===== src/rtl/alu_issue_sched_pkg.sv =====
// Shared types for the dual-ALU issue scheduler: ALU payload, issue-slot record, slot count.
package alu_issue_sched_pkg;

  localparam int NUM_ALU_SLOTS = 2;
  localparam int MAX_TAG_W     = 5;

  typedef struct packed {
    logic [3:0]  opcode;
    logic [15:0] src_a;
    logic [15:0] src_b;
    logic [4:0]  dst;
  } aluStruct;

  // Tag is sized for the largest supported reservation station (32 entries).
  typedef struct packed {
    logic                 valid;
    aluStruct             op;
    logic [MAX_TAG_W-1:0] tag;
  } issueSlotStruct;

endpackage


===== src/rtl/alu_issue_sched_if.sv =====
// Request/issue bundle between the reservation station, the scheduler and the FU cluster.
interface alu_issue_sched_if #(
  parameter int NUM_ENTRIES = 8
);
  import alu_issue_sched_pkg::*;

  localparam int IDX_W = $clog2(NUM_ENTRIES);

  logic [NUM_ENTRIES-1:0]                      req_valid;
  aluStruct [NUM_ENTRIES-1:0]                  req_op;
  logic [NUM_ALU_SLOTS-1:0]                    fu_stall;
  logic                                        flush;
  logic [NUM_ALU_SLOTS-1:0][NUM_ENTRIES-1:0]   grant;
  logic [NUM_ALU_SLOTS-1:0]                    issue_valid;
  aluStruct [NUM_ALU_SLOTS-1:0]                issue_op;
  logic [NUM_ALU_SLOTS-1:0][IDX_W-1:0]         issue_tag;

  modport master (
    output req_valid, req_op, fu_stall, flush,
    input  grant, issue_valid, issue_op, issue_tag
  );

  modport slave (
    input  req_valid, req_op, fu_stall, flush,
    output grant, issue_valid, issue_op, issue_tag
  );

endinterface


===== src/rtl/alu_issue_picker.sv =====
// Masked rotate-and-find-first: first set bit of (req & ~mask) scanning upward from ptr, wrapping.
module alu_issue_picker #(
  parameter int NUM_ENTRIES = 8
) (
  input  logic [NUM_ENTRIES-1:0]         req_i,
  input  logic [$clog2(NUM_ENTRIES)-1:0] ptr_i,
  input  logic [NUM_ENTRIES-1:0]         mask_i,
  output logic [NUM_ENTRIES-1:0]         gnt_o,
  output logic [$clog2(NUM_ENTRIES)-1:0] idx_o,
  output logic                           vld_o
);
  localparam int IDX_W = $clog2(NUM_ENTRIES);

  logic [NUM_ENTRIES-1:0] eff;
  logic [IDX_W-1:0]       cand;

  // Power-of-two entry count lets the index adder wrap for free.
  always_comb begin
    eff   = req_i & ~mask_i;
    gnt_o = '0;
    idx_o = '0;
    vld_o = 1'b0;
    cand  = '0;
    for (int k = 0; k < NUM_ENTRIES; k++) begin
      cand = ptr_i + IDX_W'(k);
      if (!vld_o && eff[cand]) begin
        vld_o       = 1'b1;
        idx_o       = cand;
        gnt_o[cand] = 1'b1;
      end
    end
  end

endmodule


===== src/rtl/alu_issue_sched.sv =====
// Dual-slot ALU issue scheduler. Define ALU_SCHED_RR_EN for round-robin priority;
// otherwise fixed lowest-index-first priority with no pointer register.
module alu_issue_sched
  import alu_issue_sched_pkg::*;
#(
  parameter int NUM_ENTRIES = 8
) (
  input logic               clk,
  input logic               rst_n,
  alu_issue_sched_if.slave  bus
);
  localparam int IDX_W = $clog2(NUM_ENTRIES);

  logic [NUM_ENTRIES-1:0]   req_eff;
  logic [NUM_ALU_SLOTS-1:0] open;
  logic [IDX_W-1:0]         ptr;

  logic [NUM_ENTRIES-1:0]   gnt0, gnt1;
  logic [IDX_W-1:0]         idx0, idx1;
  logic                     vld0, vld1;

  logic [NUM_ALU_SLOTS-1:0]            slot_vld;
  logic [NUM_ALU_SLOTS-1:0][IDX_W-1:0] slot_idx;

  logic [NUM_ALU_SLOTS-1:0]            valid_q, valid_d;
  aluStruct [NUM_ALU_SLOTS-1:0]        op_q, op_d;
  logic [NUM_ALU_SLOTS-1:0][IDX_W-1:0] tag_q, tag_d;

  // Grants are forced off while reset is asserted.
  assign req_eff = rst_n ? bus.req_valid : '0;
  assign open    = ~bus.fu_stall & {NUM_ALU_SLOTS{~bus.flush}};

  alu_issue_picker #(.NUM_ENTRIES(NUM_ENTRIES)) u_pick0 (
    .req_i  (req_eff),
    .ptr_i  (ptr),
    .mask_i ('0),
    .gnt_o  (gnt0),
    .idx_o  (idx0),
    .vld_o  (vld0)
  );

  alu_issue_picker #(.NUM_ENTRIES(NUM_ENTRIES)) u_pick1 (
    .req_i  (req_eff),
    .ptr_i  (ptr),
    .mask_i (gnt0),
    .gnt_o  (gnt1),
    .idx_o  (idx1),
    .vld_o  (vld1)
  );

  // First pick feeds the lowest open slot; second pick only reaches slot 1 when slot 0 took the first.
  always_comb begin
    slot_vld    = '0;
    slot_idx[0] = idx0;
    slot_idx[1] = idx0;
    if (open[0]) begin
      slot_vld[0] = vld0;
      if (open[1]) begin
        slot_vld[1] = vld1;
        slot_idx[1] = idx1;
      end
    end else if (open[1]) begin
      slot_vld[1] = vld0;
    end
  end

  assign bus.grant[0] = slot_vld[0] ? gnt0 : '0;
  assign bus.grant[1] = slot_vld[1] ? (open[0] ? gnt1 : gnt0) : '0;

`ifdef ALU_SCHED_RR_EN
  logic [IDX_W-1:0] ptr_q, ptr_d;

  // Pointer advances past the last-granted entry in priority order.
  always_comb begin
    ptr_d = ptr_q;
    if (|slot_vld) ptr_d = (slot_vld[1] ? slot_idx[1] : slot_idx[0]) + IDX_W'(1);
  end

  always_ff @(posedge clk or negedge rst_n) begin
    if (!rst_n) ptr_q <= '0;
    else        ptr_q <= ptr_d;
  end

  assign ptr = ptr_q;
`else
  assign ptr = '0;
`endif

  // Flush clears both slots even if stalled; a stalled slot otherwise holds everything.
  always_comb begin
    valid_d = valid_q;
    op_d    = op_q;
    tag_d   = tag_q;
    for (int s = 0; s < NUM_ALU_SLOTS; s++) begin
      if (bus.flush) begin
        valid_d[s] = 1'b0;
      end else if (!bus.fu_stall[s]) begin
        valid_d[s] = slot_vld[s];
        if (slot_vld[s]) begin
          op_d[s]  = bus.req_op[slot_idx[s]];
          tag_d[s] = slot_idx[s];
        end
      end
    end
  end

  always_ff @(posedge clk or negedge rst_n) begin
    if (!rst_n) begin
      valid_q <= '0;
      op_q    <= '0;
      tag_q   <= '0;
    end else begin
      valid_q <= valid_d;
      op_q    <= op_d;
      tag_q   <= tag_d;
    end
  end

  assign bus.issue_valid = valid_q;
  assign bus.issue_op    = op_q;
  assign bus.issue_tag   = tag_q;

endmodule


===== src/flat_wrapper.sv =====
// flat-port wrapper written by rule: the top's interface ports become plain ports
module alu_issue_sched_flat import alu_issue_sched_pkg::*;
#(
  parameter int NUM_ENTRIES = 8
)
  (clk, rst_n, bus_req_valid, bus_req_op, bus_fu_stall, bus_flush, bus_grant, bus_issue_valid, bus_issue_op, bus_issue_tag);
  alu_issue_sched_if #(.NUM_ENTRIES(NUM_ENTRIES)) bus_i ();
  input logic clk;
  input logic rst_n;
  input wire logic [$bits(bus_i.req_valid)-1:0] bus_req_valid;
  input wire logic [$bits(bus_i.req_op)-1:0] bus_req_op;
  input wire logic [$bits(bus_i.fu_stall)-1:0] bus_fu_stall;
  input wire logic [$bits(bus_i.flush)-1:0] bus_flush;
  output wire logic [$bits(bus_i.grant)-1:0] bus_grant;
  output wire logic [$bits(bus_i.issue_valid)-1:0] bus_issue_valid;
  output wire logic [$bits(bus_i.issue_op)-1:0] bus_issue_op;
  output wire logic [$bits(bus_i.issue_tag)-1:0] bus_issue_tag;
  assign bus_i.req_valid = bus_req_valid;
  assign bus_i.req_op = bus_req_op;
  assign bus_i.fu_stall = bus_fu_stall;
  assign bus_i.flush = bus_flush;
  assign bus_grant = bus_i.grant;
  assign bus_issue_valid = bus_i.issue_valid;
  assign bus_issue_op = bus_i.issue_op;
  assign bus_issue_tag = bus_i.issue_tag;
  alu_issue_sched #(.NUM_ENTRIES(NUM_ENTRIES)) u_core (.clk(clk), .rst_n(rst_n), .bus(bus_i));
endmodule

===== config.mk =====
export PLATFORM = sky130hd
export DESIGN_NAME = alu_issue_sched_flat
export DESIGN_NICKNAME = d
export VERILOG_FILES = /design/src/rtl/alu_issue_sched_pkg.sv /design/src/rtl/alu_issue_sched_if.sv /design/src/rtl/alu_issue_picker.sv /design/src/rtl/alu_issue_sched.sv /design/src/flat_wrapper.sv
export SDC_FILE = /design/constraint.sdc
export NUM_CORES = 1
export LEC_CHECK = 0
export ABC_CLOCK_PERIOD_IN_PS = 8650
export CORE_ASPECT_RATIO = 0.6
export CORE_MARGIN = 2
export CORE_UTILIZATION = 47
export CTS_CLUSTER_DIAMETER = 200
export CTS_CLUSTER_SIZE = 8
export DETAILED_ROUTE_END_ITERATION = 16
export PLACE_DENSITY_LB_ADDON = 0.1
export SYNTH_ARGS = -nofsm -noshare
export SYNTH_HDL_FRONTEND = slang
export SYNTH_HIERARCHICAL = 1
export SYNTH_SLANG_ARGS = --single-unit

===== constraint.sdc =====
create_clock -name clk -period 8.65 [get_ports clk]
set_input_delay 1.73 -clock clk [delete_from_list [all_inputs] [get_ports clk]]
set_output_delay 1.73 -clock clk [all_outputs]
set_load 0.005 [all_outputs]

==> key figures <==
Outcome
  – Status: finished, final reports clean

Setup path
  – Crit end category: primary output
  – CP Class: in2out
  – Critical path's slowest cell: mux4_2
  – Crit-path cells: clkdlybuf4s50_1 > and2_1 > nor3b_2 > a21o_1 > mux4_2 > buf_4 > nor4_2 > a2bb2oi_1 > a2bb2oi_1 > nand2b_1 > mux4_2 > mux2i_4 > nand2b_1 > nor2_1 > a221o_1 > a2bb2oi_1 > nand2_1 > a21oi_1 > clkdlybuf4s50_1
  – WP buf/inv: 3
  – WP data required: 6920 ps
  – Arrival @ worst endpoint: between 6000 and 7000 ps
  – Crit-path most repeated cell: a2bb2oi_1
  – Crit path max-delay family: simple AND/OR/NAND/NOR gates
  – Critical Path Max Stage Delay: between 500 and 600 ps
  – Peak fanout along the critical path: 5
  – CP startpoint kind: input pin

Route
  – Drt drc: 0
  – Iter 0 DRT Violations: approximately 1800
  – DR WL/cell: 27.5 um
  – Total length of routed wires: about 54000 um
  – Routed Antenna Nets: 0
  – Vias per cell: just under 7
  – Routed vias: 13200
  – DR pass1 iterations: 8

Yosys
  – Sequential area share after synthesis: 0.185
  – Top FF cell, synth: dfrtp_1
  – Post-Synthesis Mean Instance Area: between 10 and 15 sq um
  – Synth top area share: 0.280
  – Netlist area before placement: around 0.012 sq mm
  – Dominant cells by area after synthesis: mux4_2 28%, dfrtp_1 19%, mux2i_1 8.2%
  – Fraction of registers with async set/reset: 1.00
  – Post-synth EDFFs: 0
  – Yosys top cell by area: mux4_2
  – Yosys warns: 6
  – Post-synthesis cell type count: 88
  – Synthesized flop and latch total: 90
  – Cells after Synth: between 1000 and 1500

Timing
  – Slew Viols, Final: 0
  – Final worst path period share: 0.984
  – Final Hold Fails: 0
  – Final setup vio count: 0
  – Fmax: roughly 0.12 GHz
  – TNS Setup: 0 ps
  – Final worst path period need: 8510 ps
  – Least-Margin Pin Slew: 1120 ps
  – Setup Skew: 0 ps
  – Rel. slew slack: 0.250

Place
  – Placed Instances: 1934
  – Gpl congestion: ~1.1
  – DPL Wire Length: roughly 40000 um
  – Placed Area: roughly 0.017 sq mm
  – I/O Buffers: between 400 and 500

CTS
  – H-tree levels: 3
  – Clk root buf: clkbuf_16
  – Sinks on the clock net: 90
  – CTS tree: built
  – Clock Latency Late Sink: 370 ps
  – Clock Path Buffers: 2
  – Clock slew at reported path FFs: roughly 60 ps
  – CTS buffer count: 9
  – Post-CTS Hold Buffers: 0

Power and ir drop
  – Sequential fraction of design power: 0.212
  – Power Internal: 2.10 mW
  – Peak supply drop: ~0.14 mV
  – Pwr Total: about 3.5 mW
  – Clk pwr share: 0.128
  – Switching power: roughly 1.4 mW
  – Leakage: between 6 and 7 nW
  – Switching share of power: 0.404
  – Comb power frac: 0.660
  – Pwr/cell area: 203 mW/mm^2

Final layout
  – Fin cells: between 1500 and 2000
  – Area Growth Syn to Fin: 43.1%
  – Filler cells: 1994
  – Post-layout util: 0.686
  – Final instance area: roughly 0.017 sq mm
  – Layout cell share with drive strength beyond 1: 0.171
  – NumNets Final: between 1500 and 2000

Die
  – Placement Rows: between 40 and 50
  – Die area: ~0.027 sq mm
  – Initial Utilization: 0.479
  – IO Count: 447
  – Die width: ~210 um
  – Die Height: roughly 130 um
  – Total core area: 0.0253 sq mm

Global route
  – Met1 Usage GRT: 0.531
  – Grt ovf: 0
  – Number of global-route vias before repair: between 10000 and 15000
  – Routing usage on met2: 0.576
  – Largest net degree at the start of global routing: around 100
  – Initial antenna violation count: 6
  – First-pass GRT wire length: slightly below 80000 um
  – GR peak layer: met2
  – Grt met3 use: 0.130
  – Aggregate global-route resource usage: 0.389

Min path
  – Hold crit path type: reg2reg

Job
  – Max Cap Viol: 0
power groups by stage:
stage               clock network, mW  logic (mW)  registers (mW)
detailed placement                  0        2.27           0.747
floorplan                           0        1.27           0.749
global placement                    0        2.25           0.741
CTS                             0.456        2.28           0.746
finish                          0.451        2.33           0.749
global route                    0.473        2.47           0.771
cells in the final DEF (no fill, tap or decap), types with 6 or more instances in the layout:
master / instances
and2_1: 13
dfrtp_1: 90
a22o_1: 6
nand3_1: 13
o221ai_1: 43
a211o_1: 41
a2bb2oi_1: 7
nand2b_1: 16
conb_1: 29
or3b_1: 12
nand2_1: 105
mux2_2: 10
buf_4: 47
or3_1: 30
buf_12: 6
and3_1: 10
clkdlybuf4s50_1: 445
clkbuf_16: 9
mux4_2: 151
nor2_1: 67
ha_1: 12
nor2b_1: 49
a31oi_1: 61
a211oi_1: 47
o21ai_0: 11
a21oi_1: 55
mux2i_1: 99
what timing repair did:
item,in CTS,in global routing
setup buffers,0,1
gates resized for setup,0,8
setup endpoints to repair,0,8
stage by stage:
stage / hold slack [ps] / setup WS (ps)
5_1_grt: 533 / -25.4
2_1_floorplan: 473 / 1080
6_report: 500 / 140
3_5_place_dp: 486 / 73.6
3_3_place_gp: 467 / 206
4_1_cts: 499 / 59.0
state kept, by name, indices dropped and copies added (netlist names):
signal	flops
u_core/bus.issue_op	82
u_core/bus.issue_valid	2
u_core/bus.issue_tag	6
final cells by class:
cell class              count  area [sq um]  share of cell area
multi-input cells        1006          9400               0.541
clock inverters             6          90.1             0.00518
clock buffers              10           229              0.0132
well taps                 329           412              0.0237
diodes                      5          12.5            0.000720
inverters                  12          50.0             0.00288
flip-flops and latches     90          2250               0.130
repair buffers            498          4930               0.284
worst paths after layout:
kind / startpoint / end / slack [ps] / depth (start not counted)
setup / recovery: bus_req_valid[0] / bus_grant[12] / 140 / 19
hold / removal: u_core/bus.issue_tag[4]$_DFFE_PN0P_ / u_core/bus.issue_tag[4]$_DFFE_PN0P_ / 500 / 2
setup reg to reg: u_core/bus.issue_op[63]$_DFFE_PN0P_ / u_core/bus.issue_op[63]$_DFFE_PN0P_ / 7790 / 2
hold reg to reg: u_core/bus.issue_tag[4]$_DFFE_PN0P_ / u_core/bus.issue_tag[4]$_DFFE_PN0P_ / 500 / 2
max in group asynchronous: rst_n / u_core/bus.issue_op[75]$_DFFE_PN0P_ / 6490 / 2
min in group asynchronous: rst_n / u_core/bus.issue_op[41]$_DFFE_PN0P_ / 1480 / 2
worst register-to-register path, cell delays in order, from the launching register on:
cell and delay [ps]:
dfrtp_1 400, o221ai_1 220, a31oi_1 70
kinds of logic (layout without fill, tap and decap cells):
kind of cell	count (synthesis)	after routing	synth area share
muxes	263	263	0.376
and+or+nand+nor	367	367	0.163
buffers and inverters	136	526	0.0589
AOI/OAI and AO/OA	327	327	0.196
DFF	90	90	0.185
adders and majority gates	12	12	0.0124
other	1	34	0.000309
xor gates and xnor gates	8	8	0.00763
metal layers:
metal / wire [um] / vias to the layer above / share of wire
li1: - / 5682 / -
met1: 21300 / 6422 / 0.40
met3: 7150 / 130 / 0.13
met2: 23400 / 964 / 0.43
met5: 138 / - / 0.0026
met4: 1860 / 4 / 0.035
Yosys cell counts (32+ instances only):
cell type / instances
a211o_1: 41
a211oi_1: 47
a21oi_1: 56
a31oi_1: 62
buf_2: 44
clkbuf_1: 50
dfrtp_1: 90
mux2i_1: 99
mux4_2: 151
nand2_1: 106
nor2_1: 68
nor2b_1: 51
o221ai_1: 43
or3_1: 32
(Power assumes the default switching activity.)
